## src/rtl/fetch_control_pkg.sv

```systemverilog
// Shared definitions for the instruction-fetch sequencer: state encoding,
// datapath widths, the NOP word and the fetch range check.
package fetch_control_pkg;

    localparam int XLEN = 64;
    localparam int ILEN = 32;

    localparam logic [ILEN-1:0] NOP = 32'h0000_0000;

    typedef enum logic [1:0] {
        ST_RUN   = 2'd0,
        ST_HALT  = 2'd1,
        ST_FAULT = 2'd2
    } fetch_state_e;

    // True when a word address lies inside the instruction memory.
    // The compare is unsigned over all 64 bits, so a wrapped PC is caught.
    function automatic logic pc_in_range(input logic [XLEN-1:0] addr,
                                         input logic [XLEN-1:0] depth);
        return (addr < depth);
    endfunction

endpackage

```

## src/rtl/fetch_control.sv

```systemverilog
// Instruction-fetch sequencer. Owns the word-indexed PC, reads the
// instruction memory combinationally and registers the word into a single
// IF/ID slot with a valid/ready handshake toward the decoder. Handles
// branch redirects, halt requests and out-of-range fetch faults.
module fetch_control
    import fetch_control_pkg::*;
#(
    parameter int unsigned      MEM_DEPTH = 64,
    parameter logic [XLEN-1:0]  RESET_PC  = 64'd0
) (
    input  logic            clock,
    input  logic            reset,
    output logic [XLEN-1:0] pc,
    input  logic [ILEN-1:0] instrucao,
    input  logic            redirect_valid,
    input  logic [XLEN-1:0] redirect_target,
    input  logic            halt_req,
    output logic            if_valid,
    output logic [ILEN-1:0] if_instr,
    output logic [XLEN-1:0] if_pc,
    input  logic            id_ready,
    output logic            fault,
    output logic [31:0]     fetch_count
);

    fetch_state_e    state_r;
    logic [XLEN-1:0] pc_r;
    logic            if_valid_r;
    logic [ILEN-1:0] if_instr_r;
    logic [XLEN-1:0] if_pc_r;
    logic            fault_r;
    logic [31:0]     fetch_count_r;

    logic            slot_free_s;
    logic            handshake_s;
    logic            in_range_s;

    // The slot can accept a new word when empty or being drained this cycle.
    assign slot_free_s = !if_valid_r || id_ready;
    assign handshake_s = if_valid_r && id_ready;
    assign in_range_s  = pc_in_range(pc_r, XLEN'(MEM_DEPTH));

    assign pc          = pc_r;
    assign if_valid    = if_valid_r;
    assign if_instr    = if_instr_r;
    assign if_pc       = if_pc_r;
    assign fault       = fault_r;
    assign fetch_count = fetch_count_r;

    // Fetch FSM: PC, IF/ID slot, fault flag and handshake counter.
    always_ff @(posedge clock) begin
        if (reset) begin
            state_r       <= ST_RUN;
            pc_r          <= RESET_PC;
            if_valid_r    <= 1'b0;
            if_instr_r    <= NOP;
            if_pc_r       <= 64'd0;
            fault_r       <= 1'b0;
            fetch_count_r <= 32'd0;
        end else begin
            // Handshakes count in every state, including redirect cycles.
            if (handshake_s) begin
                fetch_count_r <= fetch_count_r + 32'd1;
            end else begin
                fetch_count_r <= fetch_count_r;
            end

            case (state_r)
                ST_RUN, ST_HALT: begin
                    // halt_req alone selects RUN or HALT for the next cycle;
                    // leaving HALT and fetching happen in the same cycle.
                    state_r <= halt_req ? ST_HALT : ST_RUN;
                    if (redirect_valid) begin
                        // Redirect flushes the slot even under backpressure.
                        pc_r       <= redirect_target;
                        if_valid_r <= 1'b0;
                    end else if (!halt_req && slot_free_s) begin
                        if (in_range_s) begin
                            if_instr_r <= instrucao;
                            if_pc_r    <= pc_r;
                            if_valid_r <= 1'b1;
                            pc_r       <= pc_r + 64'd1;
                        end else begin
                            state_r    <= ST_FAULT;
                            fault_r    <= 1'b1;
                            if_valid_r <= 1'b0;
                        end
                    end else if (slot_free_s) begin
                        if_valid_r <= 1'b0;
                    end else begin
                        // Slot occupied and not consumed: slot and PC hold.
                        if_valid_r <= if_valid_r;
                    end
                end
                ST_FAULT: begin
                    // Absorbing until reset; PC keeps the faulting address.
                    state_r    <= ST_FAULT;
                    if_valid_r <= 1'b0;
                end
                default: begin
                    // Unreachable encoding: recover into a quiet RUN state.
                    state_r    <= ST_RUN;
                    if_valid_r <= 1'b0;
                end
            endcase
        end
    end

endmodule

```

## config.mk

```make
export PLATFORM = sky130hd
export DESIGN_NAME = fetch_control
export DESIGN_NICKNAME = d
export VERILOG_FILES = /design/src/rtl/fetch_control_pkg.sv /design/src/rtl/fetch_control.sv
export SDC_FILE = /design/constraint.sdc
export NUM_CORES = 1
export LEC_CHECK = 0
export CAP_MARGIN = 30
export CORE_UTILIZATION = 48
export DETAILED_ROUTE_END_ITERATION = 16
export GPL_TIMING_DRIVEN = 1
export PLACE_DENSITY = 0.95
export SLEW_MARGIN = 20
export SYNTH_ARGS = -nofsm -noshare
export SYNTH_HDL_FRONTEND = slang
export SYNTH_SLANG_ARGS = --single-unit
```

## constraint.sdc

```tcl
create_clock -name clock -period 6.91 [get_ports clock]
set_input_delay 0.691 -clock clock [delete_from_list [all_inputs] [get_ports clock]]
set_output_delay 0.691 -clock clock [all_outputs]
set_load 0.005 [all_outputs]
```

# Word level (Yosys, flattened, before mapping)
# Index checks and enable logic that the tools add are counted.
# totals
reg_bits	196
word_cells	40
# classes
add_sub_neg	2
magnitude_cmp	1
eq_ne	2
mux	11
bitwise_logic	3
n_reduce_logical	14
# ops
cell	count
$mux 64	3
$add 64x1->64 const B	1
$lt 64x7->1 const B	1
$add 32x1->32 const B	1
$reduce_and 4->1	2
$mux 2	3
$reduce_bool 2->1	3
$mux 1	4
$pmux 2 s2	1
$not 1->1	3
$reduce_and 3->1	1
$reduce_or 3->1	1
$eq 2x1->1 const B	1
$eq 2x2->1 const B	1
$logic_and 1x1->1	2
$logic_not 1->1	2
$logic_not 2->1	1
$reduce_or 2->1	1
$logic_or 1x1->1	1

# Depth between registers and ports, before layout
# Gate-level depths: netlist (run 1).
# logic_depth
ltp_word	6
ltp_mapped	8

# Worst setup path before layout (run 1)
# OpenSTA, ideal clock, no wires.
# synth_path
path_kind	register to register
startpoint	reg pc_r[0] (netlist: pc[0])
endpoint	reg pc_r[62] (netlist: pc[62])
arrival_ns	2.612
t_required_ns	6.824
setup_slack_ns	4.211
path_stages_with_launch	8
synth_period_minus_slack_ns	2.699
cell_sequence	dfxtp_1 > ha_1 > nand4_1 > or4_1 > buf_2 > or4b_1 > or4_1 > a221oi_2
# synth_via
elab_chain_cells	4
elab_cells_between_ends	7
# synth_rtl
item	line	text
start, declared	fetch_control.sv:27	logic [XLEN-1:0] pc_r;
start signal, assigned	fetch_control.sv:75	pc_r <= redirect_target;
start signal, assigned	fetch_control.sv:82	pc_r <= pc_r + 64'd1;
$add 64x1->64	fetch_control.sv:82	
$mux 64	fetch_control.sv:78	if (in_range_s) begin
$mux 64	fetch_control.sv:77	end else if (!halt_req && slot_free_s) begin
$mux 64	fetch_control.sv:73	if (redirect_valid) begin
# Parallel ways exist; a longest one is shown, timed or not. The select of a mux whose other input is x is not followed.
# A chain may end at the register's enable or synchronous reset.

# Worst setup path in the final report (run 1)
# layout_path
startpoint	in redirect_valid
endpoint	reg pc_r[50] (netlist: pc[50])
# layout_via
elab_chain_cells	2
elab_cells_between_ends	4
# layout_rtl
item	line	text
start, declared	fetch_control.sv:15	input logic redirect_valid,
$reduce_bool 2->1 (no source line)	n/a	
$reduce_and 3->1 (no source line)	n/a	
# Parallel ways exist; a longest one is shown, timed or not.

==> metrics.cfg, run 1 <==
[synth]
synth.cell_area_sq_um=7749
yosysUniqueCellTypes=58
yosysTopAreaCell=dfxtp_1
ys_warn_count=0
synth_top_area_share_pct=50.64
syn_nets=963
synthArstFlopShare_pct=0
ys_seq_area_share_pct=50.64
ys.flop_type=dfxtp_1
synth_area_leaders=dfxtp_1 (51%), mux2i_1 (5.6%), and3_1 (5.3%)
ys_ff_latch=196
syn_area_per_cell_sq_um=9.010
synth_cells=860
synth_edf_count=0

[critical_path]
start_kind=input port
crit_type=in -> reg
cp-end-kind=flip-flop
required_ns=7.26
cp_data_arrival_time_ns=3.51
critical_path.max_fanout=40

[clock_tree]
cts.root.buffer_cell=clkbuf_16
clkLatencyLatePin_ns=0.44
post_cts_buffers=0
h-tree-depth=4
clkSinkCount=196
cts.path.max_buffers=2
numCtsBuffers=17
ctsResizeCount=0
cts_tree=built
postCtsHoldBufs=0
clkTransAtPathRegs_ns=0.07

[power]
ir_drop_uv=155.7
leakage_nw=4.531
power_density_nw_per_um2=210.0

[die]
initial_core_util_pct=48.96
die-area_sq_um=16660
coreArea_sq_um=15830
io_pins=295
rows=46
dieWidth_microns=129.1
die_h_microns=129.1

[sta]
tns_ns=0
final-hold-violation-count=0
worst_slew_pin_slew_ns=0.8071
finalSetupViolCount=0
rsz0062_at_grt=false
relSlewSlack_pct=45.69
fin_ws_ns=3.750
fin_crit_ns=3.160
fin_skew_ns=0.009408
clock.fmax_ghz=0.3165
final_max_slew_viol_count=0
finalCritPeriodShare_pct=45.73

[global_route]
grt_start_max_net_pins=71
grt_usage_pct=30.05
antenna_found_initial=1
grt_first_pass_wirelength_mm=38.86
grt_pass1_vias=7442
grt_overflow_total=0

[finish]
drive_gt1_share_pct=4.720
syn_to_final_growth_pct=47.54
final_nets=1234
num_antenna_cells=0

[placement]
dp_slack_ns=3.370
port-buffer-count=294
gp_congestion=0.9079
dp_hpwl_mm=17.87

[route]
routed_wl_mm=25.41
firstDrtPassIters=5
drc_errors=0
drt_iter0_drc=646
via_count=7710
via_per_inst=5.669
avgRoutedWirePerCell_microns=18.68
ant_nets=0

[run]
maxCapViolations=0

[status]
outcome=finished, final reports clean

[min_path]
min_path_type=reg -> reg

synthesized netlist by cell type (all sizes together), types with 8 or more instances:
master / n
and4: 9
or4: 8
o21ai: 31
and3: 66
nand2: 99
dfxtp: 196
buf: 9
clkbuf: 41
nand4: 21
nand3: 21
inv: 21
a21oi: 38
mux2i: 43
xnor2: 11
nor2: 87
or3: 8
xor2: 16
nor3: 17
nor4: 19
a22oi: 10
cell type report:
type                            count  area, sq um
Clock buffer                       20        456.7
Sequential cell                   196         3924
Clock inverter                     12        121.4
Tap cell                          216        270.3
Multi-Input combinational cell    593         3561
Fill cell                        1126         4395
Timing Repair Buffer              302         3020
Inverter                           21        78.83
critical path, stage by stage:
cell	delay [ns]
clkdlybuf4s50_1	0.39
buf_4	0.26
inv_1	0.51
nand4_1	0.35
nor4_4	0.63
nand3b_1	0.18
o31a_1	0.27
a211oi_1	0.19
flip-flops by register name (all words and copies together), names as in the netlist:
name / flops
fault: 1
fetch_count: 32
if_instr: 32
if_pc: 64
if_valid: 1
pc: 64
state_r: 2
through the flow:
| stage | cell area (sq um) | power (mW) | instances | hold slack, ns | util (%) |
|---|---|---|---|---|---|
| after floorplan | 7749 | 1.299 | 860 | 0.4421 | - |
| after global placement | 10830 | 1.439 | 1327 | 0.4420 | 68.40 |
| after detailed placement | 10850 | 1.444 | 1328 | 0.4451 | 68.58 |
| after CTS | 11430 | 2.405 | 1360 | 0.4561 | 72.23 |
| after global routing | 11430 | 2.478 | 1360 | 0.4864 | 72.23 |
| final | 11430 | 2.401 | 1360 | 0.4566 | 72.23 |
worst paths after layout:
path | from | endpoint | slack [ns] | cells after the start
setup / recovery | redirect_valid | pc[50] | 3.75 | 8
hold / removal | fault | fault | 0.46 | 2
setup reg to reg | pc[0] | pc[62] | 3.85 | 6
hold reg to reg | fault | fault | 0.46 | 2
power by group:
part	switching, mW	leakage [nW]	internal (mW)
clock	0.454	0.269	0.523
sequential	0.0433	1.59	1.15
combinational	0.0993	2.67	0.127
cell families after synthesis:
kind of cell	synth area share [%]
multiplexers	5.555
adder cells (fa/ha/maj)	0.3229
buffers and inverters	3.601
XOR/XNOR	3.052
AND/OR/NAND/NOR	25.19
flip-flops	50.64
AO/OA/AOI/OAI	11.64
routing by layer:
metal	up-vias	part of all wire (%)	global-route usage [%]
li1	3614	-	-
met2	396	48	51.03
met3	64	9.8	10.73
met5	-	0	0
met4	0	2.8	11.76
met1	3636	39	34.60
placed cells by master (no fill, tap or decap), types with 21 or more instances in the layout:
cell type	Yosys	final
and3_1	66	66
nand4_1	21	21
a21oi_1	38	38
dfxtp_1	196	196
clkdlybuf4s50_1	0	293
nand2_1	99	99
mux2i_1	43	43
nor2_1	87	86
o21ai_0	30	30
(Power assumes the default switching activity.)
==> run 2: changes to the inputs <==
- CORE_UTILIZATION: 48 -> 40
- PLACE_DENSITY: 0.95 -> 0.86
- clock period: 6.91 -> 2.7 ns (I/O delays scaled with it)
==> metrics.cfg, run 2 (synthesis results as in run 1) <==
[global_route]
grt_start_max_net_pins=55  ; -23%
antenna_found_initial=1  ; unchanged
grt_first_pass_wirelength_mm=39.16  ; +0.76%
grt_pass1_vias=7264  ; -2.4%
grt_usage_pct=25.08  ; -5.0 points
grt_overflow_total=0  ; unchanged

[finish]
fill_cells=1569  ; +39%
mostFrequentLayoutCells=clkdlybuf4s50_1 (293), dfxtp_1 (196), nand2_1 (99), nor2_1 (86), and3_1 (66)
syn_to_final_growth_pct=50.67
finalInstanceArea_sq_um=11670  ; +2.1%
seqCellArea_sq_um=3924  ; unchanged
fin_cells=1429  ; +5.1%
final_nets=1259  ; +2.0%
multi_input_area_sq_um=3561  ; unchanged
num_antenna_cells=0  ; unchanged
final_common_cell=clkdlybuf4s50_1
drive_gt1_share_pct=6.587  ; +1.9 points

[clock_tree]
clkTransAtPathRegs_ns=0.07  ; about the same
clkLatencyLatePin_ns=0.42  ; -0.02 ns
cts.root.buffer_cell=clkbuf_16
clkSinkCount=196  ; unchanged
postCtsHoldBufs=0  ; unchanged
ctsResizeCount=0  ; unchanged
h-tree-depth=4  ; unchanged
numCtsBuffers=17  ; unchanged
cts.path.max_buffers=2  ; unchanged
post_cts_buffers=0  ; unchanged
cts_tree=built

[critical_path]
cp_slowest_cell=or4_1
crit_top_cell=or4_1
start_kind=flip-flop
reg2reg_to=pc[62]
cp-end-kind=flip-flop
path_cells=ha_1, nand4_1, or4_1, or4b_1, or4_1, a221oi_2
required_ns=3.04  ; -4.22 ns
r2r_slack_ns=0.18  ; -3.67 ns
critical_path.max_fanout=4  ; -90%
r2r_cells=6  ; unchanged
r2r-start=pc[0]
slowest_delay_ns=0.57  ; -0.06 ns
crit_type=reg -> reg
cp_data_arrival_time_ns=2.85  ; -0.66 ns

[placement]
placed_cell_area_sq_um=11090  ; +2.2%
gp_congestion=0.9504  ; +4.7%
port-buffer-count=294  ; unchanged
dp_hpwl_mm=18.54  ; +3.8%
post-place-cells=1397  ; +5.2%

[sta]
final_max_slew_viol_count=0  ; unchanged
fin_crit_ns=2.517
fin_skew_ns=0.01684  ; +0.007433 ns
finalCritPeriodShare_pct=93.22
rsz0062_at_grt=false
final-hold-violation-count=0  ; unchanged
tns_ns=0  ; unchanged
finalSetupViolCount=0  ; unchanged
relSlewSlack_pct=57.00  ; +11 points
clock.fmax_ghz=0.3973
worst_slew_pin_slew_ns=0.6441  ; -0.1630 ns

[die]
die_h_microns=141.2  ; +9.4%
io_pins=295  ; unchanged
rows=50  ; +8.7%
die-area_sq_um=19930  ; +20%
coreArea_sq_um=18830  ; +19%
dieWidth_microns=141.2  ; +9.4%
initial_core_util_pct=41.15  ; -7.8 points

[min_path]
min_path_type=in -> reg
min_to=pc[32]
hold_depth=2  ; unchanged
worstHoldStart=reset

[route]
via_count=7554  ; -2.0%
firstDrtPassIters=5  ; unchanged
drt_iter0_drc=491  ; -24%
ant_nets=0  ; unchanged
avgRoutedWirePerCell_microns=17.83  ; -4.5%
via_per_inst=5.286  ; -6.8%
routed_wl_mm=25.49  ; +0.30%
drc_errors=0  ; unchanged

[power]
power_switching_mw=1.483  ; +150%
switching_share_pct=23.85  ; -0.98 points
pwr-share-comb_pct=10.3  ; +0.9 points
seqPwrFrac_pct=48.9  ; -1.0 points
ir_drop_uv=428.3  ; +180%
intPower_mw=4.738  ; +160%
clkPwrFrac_pct=40.8  ; about the same
leakage_nw=4.673  ; +3.1%
power_density_nw_per_um2=532.9  ; +150%

[run]
maxCapViolations=0  ; unchanged

[status]
outcome=finished, final reports clean

run 2: area by class of cell:
type | count | share of cell area [%]
Inverter | 21 | 0.6752
Clock inverter | 9 | 1.007
Clock buffer | 23 | 4.008
Multi-Input combinational cell | 593 | 30.50
Timing Repair Buffer | 327 | 27.41
Sequential cell | 196 | 33.61
Tap cell | 260 | 2.786
run 2: worst max-delay path, delay by kind of cell, from the launching register on:
family,cells,cell delay [ns]
AO/OA/AOI/OAI,1,0.21
AND/OR/NAND/NOR,4,1.69
flip-flops,1,0.33
adder cells (fa/ha/maj),1,0.21
run 2: worst max-delay path by stage:
stage,from,to,slack (ns),cells after the start
floorplan,pc[0],pc[62],0.001,7
global placement,pc[0],pc[62],0.22,6
detailed placement,pc[0],pc[62],0.19,6
CTS,pc[0],pc[62],0.17,6
global route,pc[1],pc[50],0.006,9
finish,pc[0],pc[62],0.18,6
run 2: stage by stage:
stage	setup slack [ns]	utilization [%]	hold slack, ns	power, mW
global placement	0.2212	58.89	0.4374	3.729
finish	0.1831	62.00	0.1204	6.221
detailed placement	0.1863	58.89	0.4444	3.736
global route	0.005516	62.00	0.1271	6.425
CTS	0.1730	62.00	0.1048	6.258
floorplan	0.001411	-	0.3917	3.324
run 2: power groups by stage:
stage | combinational, mW | sequential [mW] | clock (mW)
2_1_floorplan | 0.233 | 3.09 | 0
3_3_place_gp | 0.626 | 3.10 | 0
3_5_place_dp | 0.631 | 3.11 | 0
4_1_cts | 0.637 | 3.04 | 2.58
5_1_grt | 0.684 | 3.05 | 2.69
6_report | 0.639 | 3.04 | 2.54
run 2: per-layer routing:
metal	GRT usage, %	routed length [microns]
met1	30.81	10600
met2	42.65	12200
met3	6.827	2196
met4	7.609	493
met5	0	0
==> run 3: changes to the inputs <==
- CORE_MARGIN: not set -> 8
==> metrics.cfg, run 3 (synthesis results as in run 1) <==
[status]
outcome=finished, final reports clean

[finish]
final_common_cell=clkdlybuf4s50_1
syn_to_final_growth_pct=50.77  ; about the same
finalInstanceArea_sq_um=11680  ; about the same
fill_cells=1665  ; +6.1%
drive_gt1_share_pct=7.240  ; +0.65 points
mostFrequentLayoutCells=clkdlybuf4s50_1 (293), dfxtp_1 (196), nand2_1 (99), nor2_1 (86), and3_1 (66)
final_nets=1264  ; +0.40%

[route]
avgRoutedWirePerCell_microns=18.98  ; +6.4%
drc_errors=0  ; unchanged
ant_nets=0  ; unchanged
drt_iter0_drc=531  ; +8.1%
via_count=7664  ; +1.5%
routed_wl_mm=27.35  ; +7.3%
via_per_inst=5.319  ; +0.61%
firstDrtPassIters=5  ; unchanged

[critical_path]
slowest_delay_ns=0.59  ; +0.02 ns
reg2reg_to=pc[62]
r2r_slack_ns=0.11  ; -0.07 ns
path_cells=ha_1, nand4_1, or4_4, or4b_1, or4_1, a221oi_2
crit_path_start=pc[0]
start_kind=flip-flop
cp_slowest_cell=or4_4
required_ns=3.03  ; about the same
crit_type=reg -> reg
cp_data_arrival_time_ns=2.91  ; +0.06 ns
critPathCapture=pc[62]
r2r_cells=6  ; unchanged
r2r-start=pc[0]
cp-end-kind=flip-flop
critical_path.max_fanout=4  ; unchanged

[run]
maxCapViolations=0  ; unchanged

[global_route]
grt_usage_pct=21.94  ; -3.1 points
grt_start_max_net_pins=60  ; +9.1%
grt_overflow_total=0  ; unchanged
antenna_found_initial=5  ; +4
grt_first_pass_wirelength_mm=41.92  ; +7.1%
grt_pass1_vias=7471  ; +2.8%

[clock_tree]
cts.path.max_buffers=2  ; unchanged
clkLatencyLatePin_ns=0.43  ; about the same
numCtsBuffers=17  ; unchanged
clkTransAtPathRegs_ns=0.07  ; about the same
postCtsHoldBufs=0  ; unchanged
h-tree-depth=4  ; unchanged
clkSinkCount=196  ; unchanged
cts.root.buffer_cell=clkbuf_16
cts_tree=built

[placement]
gp_congestion=0.9131  ; -3.9%
dp_slack_ns=0.06484  ; -0.1215 ns
dp_hpwl_mm=20.20  ; +9.0%
port-buffer-count=294  ; unchanged
placed_cell_area_sq_um=11110  ; +0.21%

[sta]
fin_skew_ns=0.01920  ; +0.002364 ns
clock.fmax_ghz=0.3868  ; -2.6%
worst_slew_pin_slew_ns=0.6355  ; -0.008673 ns
fin_ws_ns=0.1147  ; -0.06842 ns
final_max_slew_viol_count=0  ; unchanged
rsz0062_at_grt=false
fin_crit_ns=2.585  ; +0.06842 ns
finalCritPeriodShare_pct=95.75  ; +2.5 points
finalSetupViolCount=0  ; unchanged
final-hold-violation-count=0  ; unchanged
relSlewSlack_pct=57.64  ; +0.64 points
tns_ns=0  ; unchanged

[power]
ir_drop_uv=426.5  ; -0.43%
leakage_nw=4.662  ; -0.24%
total_power_mw=6.082  ; -2.2%
power_density_nw_per_um2=520.6  ; -2.3%

[die]
rows=51  ; +2.0%
die-area_sq_um=24080  ; +21%
coreArea_sq_um=19210  ; +2.0%
dieWidth_microns=155.2  ; +9.9%
initial_core_util_pct=40.34  ; -0.81 points
die_h_microns=155.2  ; +9.9%
io_pins=295  ; unchanged

[min_path]
worstHoldStart=reset
min_path_type=in -> reg

[run 3: changes by cell type in the layout (fill, tap and decap cells not counted), sizes merged]
cell      change
diode         +2
inv           +2
clkinvlp      +5
clkinv        -3
buf           +5
bufinv        -2
clkbuf        -2
[run 3: critical path, delay by kind of cell (launching register included)]
family          cells  cell delay [ns]
fa+ha+maj           1             0.22
simple gates        4             1.71
flops               1             0.34
compound gates      1             0.23
[run 3: per-layer routing]
metal / share of wire (%) / GRT usage, % / up-vias
li1: - / - / 3670
met1: 40 / 25.79 / 3583
met2: 48 / 36.72 / 361
met3: 9.9 / 7.628 / 44
met4: 1.9 / 7.394 / 6
met5: 0.13 / 0 / -
[run 3: layout make-up]
cell class	count	area, sq um	share of cell area (%)
Sequential cell	196	3924	33.59
Multi-Input combinational cell	593	3565	30.51
Timing Repair Buffer	332	3226	27.61
Clock buffer	21	460.4	3.941
Tap cell	265	331.6	2.838
Clock inverter	11	92.59	0.7925
Inverter	21	78.83	0.6747
Antenna cell	2	5.005	0.04284
[run 3: worst min-delay path by stage]
stage | to | slack, ns | depth (start not counted)
4_1_cts | pc[23] | 0.13 | 2
5_1_grt | pc[23] | 0.14 | 2
3_3_place_gp | fault | 0.44 | 2
3_5_place_dp | fault | 0.45 | 2
6_report | pc[23] | 0.14 | 2
2_1_floorplan | state_r[0] | 0.39 | 1
[run 3: per-stage QoR]
stage	utilization [%]	hold WS, ns	std cells
after floorplan	-	0.3917	860
after global placement	57.86	0.4366	1406
after detailed placement	57.86	0.4450	1406
after CTS	60.74	0.1282	1438
after global routing	60.81	0.1389	1440
final	60.82	0.1449	1441
[run 3: what timing repair did]
item	CTS	global route
setup endpoints to repair	0	1
buffers inserted	0	1
gates resized for setup	0	1
[run 3: report_power, final]
group	internal, mW	total, mW	switching [mW]
Combinational	0.352	0.642	0.290
Clock	1.25	2.40	1.15
Sequential	2.95	3.04	0.0847
Total	4.56	6.08	1.53
